## src/rtl/mxn_pkg.sv

```systemverilog
// Shared constants and helpers for the mxn_arb N-to-1 round-robin arbiter.
package mxn_pkg;

  localparam int unsigned DEF_WIDTH = 8;
  localparam int unsigned DEF_N     = 4;

  // Index width for a value range of v; never narrower than one bit.
  function automatic int unsigned clog2_min1(input int unsigned v);
    int unsigned r;
    for (r = 0; (32'd1 << r) < v; r++) begin
    end
    return (r == 0) ? 1 : r;
  endfunction

  // Low bit of channel k in a flattened bus of w-bit channels.
  function automatic int unsigned ch_lo(input int unsigned k, input int unsigned w);
    return k * w;
  endfunction

endpackage

```

## src/rtl/mxn_rr_pick.sv

```systemverilog
// Circular find-first: first set bit of v searching ptr, ptr+1, ..., N-1, 0, ..., ptr-1.
module mxn_rr_pick
  import mxn_pkg::*;
#(
  parameter int unsigned N    = DEF_N,
  parameter int unsigned SELW = clog2_min1(N)
) (
  input  logic [N-1:0]    v,
  input  logic [SELW-1:0] ptr,
  output logic            found,
  output logic [SELW-1:0] idx
);

  // One extra bit so ptr + offset never overflows before the wrap subtract.
  localparam logic [SELW:0] NV = (SELW+1)'(N);

  logic [SELW:0]   sum;
  logic [SELW-1:0] cand;

  always_comb begin
    found = 1'b0;
    idx   = '0;
    sum   = '0;
    cand  = '0;
    for (int unsigned i = 0; i < N; i++) begin
      sum = {1'b0, ptr} + (SELW+1)'(i);
      if (sum >= NV) sum = sum - NV;
      cand = sum[SELW-1:0];
      if (!found && v[cand]) begin
        found = 1'b1;
        idx   = cand;
      end
    end
  end

endmodule

```

## src/rtl/mxn_arb.sv

```systemverilog
// N-to-1 round-robin arbiter with a registered output word.
// Optional MXN_FIXED_MODE_EN adds mode/sel ports for a fixed-channel override.
module mxn_arb
  import mxn_pkg::*;
#(
  parameter  int unsigned WIDTH = DEF_WIDTH,
  parameter  int unsigned N     = DEF_N,
  localparam int unsigned SELW  = clog2_min1(N)
) (
  input  logic                 clk,
  input  logic                 reset,
  input  logic [N*WIDTH-1:0]   d_in,
  input  logic [N-1:0]         v_in,
  output logic [N-1:0]         r_in,
  output logic [WIDTH-1:0]     y,
  output logic                 y_valid,
  input  logic                 y_ready,
`ifdef MXN_FIXED_MODE_EN
  input  logic                 mode,
  input  logic [SELW-1:0]      sel,
`endif
  output logic [SELW-1:0]      grant
);

  localparam logic [SELW-1:0] LAST = SELW'(N - 1);

  logic [SELW-1:0]  ptr;
  logic             load_en;
  logic             rr_found;
  logic [SELW-1:0]  rr_idx;
  logic             win_found;
  logic [SELW-1:0]  win_idx;
  logic             ptr_hold;
  logic [WIDTH-1:0] win_data;

  assign load_en = !y_valid || y_ready;

  mxn_rr_pick #(.N(N), .SELW(SELW)) u_pick (
    .v     (v_in),
    .ptr   (ptr),
    .found (rr_found),
    .idx   (rr_idx)
  );

`ifdef MXN_FIXED_MODE_EN
  // Fixed mode serves only sel; an out-of-range sel means no winner.
  logic sel_ok;
  assign sel_ok = (32'(sel) < N);

  always_comb begin
    if (mode) begin
      win_found = sel_ok && v_in[sel];
      win_idx   = sel;
    end else begin
      win_found = rr_found;
      win_idx   = rr_idx;
    end
  end

  assign ptr_hold = mode;
`else
  assign win_found = rr_found;
  assign win_idx   = rr_idx;
  assign ptr_hold  = 1'b0;
`endif

  always_comb begin
    r_in = '0;
    if (!reset && load_en && win_found) r_in = N'(1) << win_idx;
  end

  always_comb begin
    win_data = '0;
    for (int unsigned k = 0; k < N; k++) begin
      if (win_idx == SELW'(k)) win_data = d_in[ch_lo(k, WIDTH) +: WIDTH];
    end
  end

  always_ff @(posedge clk) begin
    if (reset) begin
      y       <= '0;
      y_valid <= 1'b0;
      grant   <= '0;
      ptr     <= '0;
    end else if (load_en) begin
      if (win_found) begin
        y       <= win_data;
        y_valid <= 1'b1;
        grant   <= win_idx;
        if (!ptr_hold) ptr <= (win_idx == LAST) ? '0 : win_idx + SELW'(1);
      end else begin
        y_valid <= 1'b0;
      end
    end
  end

endmodule

```

## config.mk

```make
export PLATFORM = sky130hd
export DESIGN_NAME = mxn_arb
export DESIGN_NICKNAME = d
export VERILOG_FILES = /design/src/rtl/mxn_pkg.sv /design/src/rtl/mxn_rr_pick.sv /design/src/rtl/mxn_arb.sv
export SDC_FILE = /design/constraint.sdc
export NUM_CORES = 1
export LEC_CHECK = 0
export BUFFER_PORTS_ARGS = -buffer_cell sky130_fd_sc_hd__buf_2
export CAP_MARGIN = 20
export CORE_AREA = 2 2 50 57
export DETAILED_ROUTE_END_ITERATION = 8
export DIE_AREA = 0 0 52 59
export GPL_TIMING_DRIVEN = 0
export HOLD_SLACK_MARGIN = 0.15
export PLACE_DENSITY = 0.7
export SETUP_SLACK_MARGIN = 0.4
export SLEW_MARGIN = 20
export SYNTH_ARGS = -nofsm -noshare
export SYNTH_HDL_FRONTEND = slang
export SYNTH_HIERARCHICAL = 1
export SYNTH_SLANG_ARGS = --single-unit
```

## constraint.sdc

```tcl
create_clock -name clk -period 2.2 [get_ports clk]
set_input_delay 0 -clock clk [delete_from_list [all_inputs] [get_ports clk]]
set_output_delay 0 -clock clk [all_outputs]
set_load 0.02 [all_outputs]
```

==> impl_results.md <==
* Outcome: finished, final reports clean
* Port bufs at 52
* Largest net degree at the start of global routing at 11
* Fin crit share at 94.9%
* PwrDens at 620 nW/um^2
* Crit path largest cell delay at 0.34 ns
* WL final at 3.30 mm
* Max-cap check violation count at 0
* YS warnings at 6
* Number of diodes at 0
* Startpoint types: flip-flop
* Rows at 19
* Chip Height at 59 um
* Clock buffer depth at 2
* Initial core utilization at 38.1%
* First-pass DRT Iterations at 4
* Share of the synthesized area in the top cell type at 27.9%
* Core Region at 2450 sq um
* Yosys reg bits at 13
* CP Capture Type: flip-flop
* Crit-path cells: buf_4 > nand2b_4 > a21oi_2 > a21oi_2 > buf_4 > ha_4 > buf_6 > buf_4 > a21oi_1 > a221o_1 > a311oi_1
* Worst Setup SP: ptr[0]
* CP max FO at 5
* Minimum clock period at 2.09 ns
* Crit-path slowest cell: dfxtp_2
* DP Area at 1250 sq um
* Netlist cell types at 23
* Overall power at 1030 uW
* Syn avg cell area at 7.65 sq um
* GP Congestion at 0.754
* Via/cell ratio at 5.29
* Nets at 252
* 1st-iter DRT viols at 37
* DP HPWL at 2.13 mm
* Top cells by area, synth: dfxtp_1 28%, a21oi_1 13%, a221o_1 9.7%
* Slew at the pin closest to its max-slew limit at 0.587 ns
* Clk root buf: clkbuf_4
* Syn_nets at 165
* Placed cells at 205
* Clk_lat worst skew at 0.27 ns
* Hold Fails Final Rpt at 0
* Area leader, netlist: dfxtp_1
* Layout cell share with drive strength beyond 1 at 46.2%
* Clock sink count at 13
* CTS buffer count at 3
* Final Non-Filler Cells at 239
* Finish-stage setup viols at 0
* Syn Inst Count at 122
* Slew Viols, Final at 0
* Crit-path most repeated cell: buf_4
* Final ANT Viol Nets at 0
* Fmax at 479 MHz
* Antenna violations before repair at 0
* Worst-path clk slew at 0.08 ns
* Final instance area at 1660 sq um
* Die width at 52 um
* Vias in the first global route at 1192
* I/O pin cnt at 54
* H-tree levels at 1
* Slew HR at 60.7%
* Gr ovfl total at 0
* End-of-flow core utilization at 67.9%
* FILL cells at 197
* Worst Min Path Start: d_in[0]
* Total GRT Usage at 21.9%
* Leak at 0.000787 uW
* Crit path kind: reg -> reg
* Mapped Area at 933 sq um
* IR drop worst, VDD at 0.000372 V
* Die ar. at 3070 sq um
* RR Startpoint: ptr[0]
* Post-synthesis sequential area ratio at 27.9%
* Setup skew after layout at 0.00340 ns
* Global-route wire length before repair at 5.18 mm
* WL/cell at 13.8 um
* CTS tree: done
* RSZ-0062 raised after global routing: yes
* Worst min-delay path class: in -> reg
* Area grow syn2layout at 78.1%
* Via count at 1265
* Worst EP required at 2.38 ns
* DRC viols at 0
* Crit path DAT at 2.27 ns
[state kept, by name, indices dropped and copies added (netlist names)]
signal	cells
grant	2
y_valid	1
ptr	2
y	8
[placed cells by master, fill, tap and decap left out, types with 3 or more instances in the layout]
master         netlist  final
nand3_1              4      4
dlygate4sd3_1        0     14
clkbuf_8             1      3
inv_1               15     13
buf_2                2     50
buf_6                2      3
dfxtp_1             13     11
a311oi_1             8      6
clkbuf_1             3      3
buf_4                0     16
o21ai_0              5      5
clkbuf_4             0      4
nand3b_1             8      8
a21oi_1             25     22
nand2_1              9      9
a221o_1              9      9
ha_4                 0      3
inv_2                1      3
[path summary, 6_finish.rpt]
path               to  slack [ns]  depth (start not counted)
max              y[3]        0.11                         11
min              y[0]        0.16                          4
max reg2reg      y[3]        0.11                         11
min reg2reg  grant[0]        0.47                          2
[cell families (layout without fill, tap and decap cells)]
kind of cell               count (synthesis)  after routing  share of synthesized area (%)
AOI/OAI and AO/OA                         48             48                           34.2
adders and majority gates                  4              4                           5.36
buffers and inverters                     26            112                           13.5
DFF                                       13             13                           27.9
and+or+nand+nor                           31             31                           19.0
[layer usage]
metal  track usage, %  part of all wire (%)
met1             28.4                    44
met2             38.0                    50
met3             2.53                   4.9
met4             6.39                  0.70
met5                0                     0
[stage by stage]
step | TNS (ns) | worst slack, ns | hold slack, ns
after floorplan | 0 | 0.208 | 0.160
after global placement | 0 | 0.0110 | 0.272
after detailed placement | -0.117 | -0.0493 | 0.273
after CTS | 0 | 0.0703 | 0.154
after global routing | 0 | 0.0365 | 0.160
final | 0 | 0.112 | 0.157
[timing repair]
| item | in CTS | in global routing |
|---|---|---|
| resized for setup | 20 | 11 |
| hold buffers | 14 | 0 |
| setup endpoints to repair | 13 | 13 |
| gates cloned | 3 | 0 |
| buffers inserted | 11 | 2 |
| hold endpoints to repair | 9 | 0 |
| pin swaps | 6 | 8 |
[layout make-up]
class	instances	area, sq um	share of cell area [%]
Buffer	10	92.6	5.57
Clock buffer	4	26.3	1.58
Inverter	16	60.1	3.61
Multi-Input combinational cell	83	651	39.1
Tap cell	31	38.8	2.33
Timing Repair Buffer	82	532	32.0
Sequential cell	13	263	15.8
[synth_stat cells, drive strengths merged]
library cell	n
nand2	9
nand3b	8
clkbuf	5
o21ai	5
buf	5
ha	4
nor2b	1
nand2b	2
o221ai	1
a21oi	25
a311oi	8
inv	16
nand3	4
nor2	2
dfxtp	13
nor3b	4
or4	1
a221o	9
[worst max-delay path: cells and delay by family (launching register included)]
family                   cells  cell delay (ns)
buffers and inverters        4             0.52
AND/OR/NAND/NOR              1             0.11
flip-flops                   1             0.34
adder cells (fa/ha/maj)      1             0.12
AO/OA/AOI/OAI                5             0.90
[power breakdown]
part / internal [uW] / switching, uW / total (uW) / leakage (uW)
clock: 70.1 / 71.1 / 141 / 0.0000150
combinational: 313 / 283 / 596 / 0.000663
sequential: 273 / 21.6 / 295 / 0.000109
total: 656 / 376 / 1030 / 0.000787
Note: power is estimated with default switching activity, not from simulation.
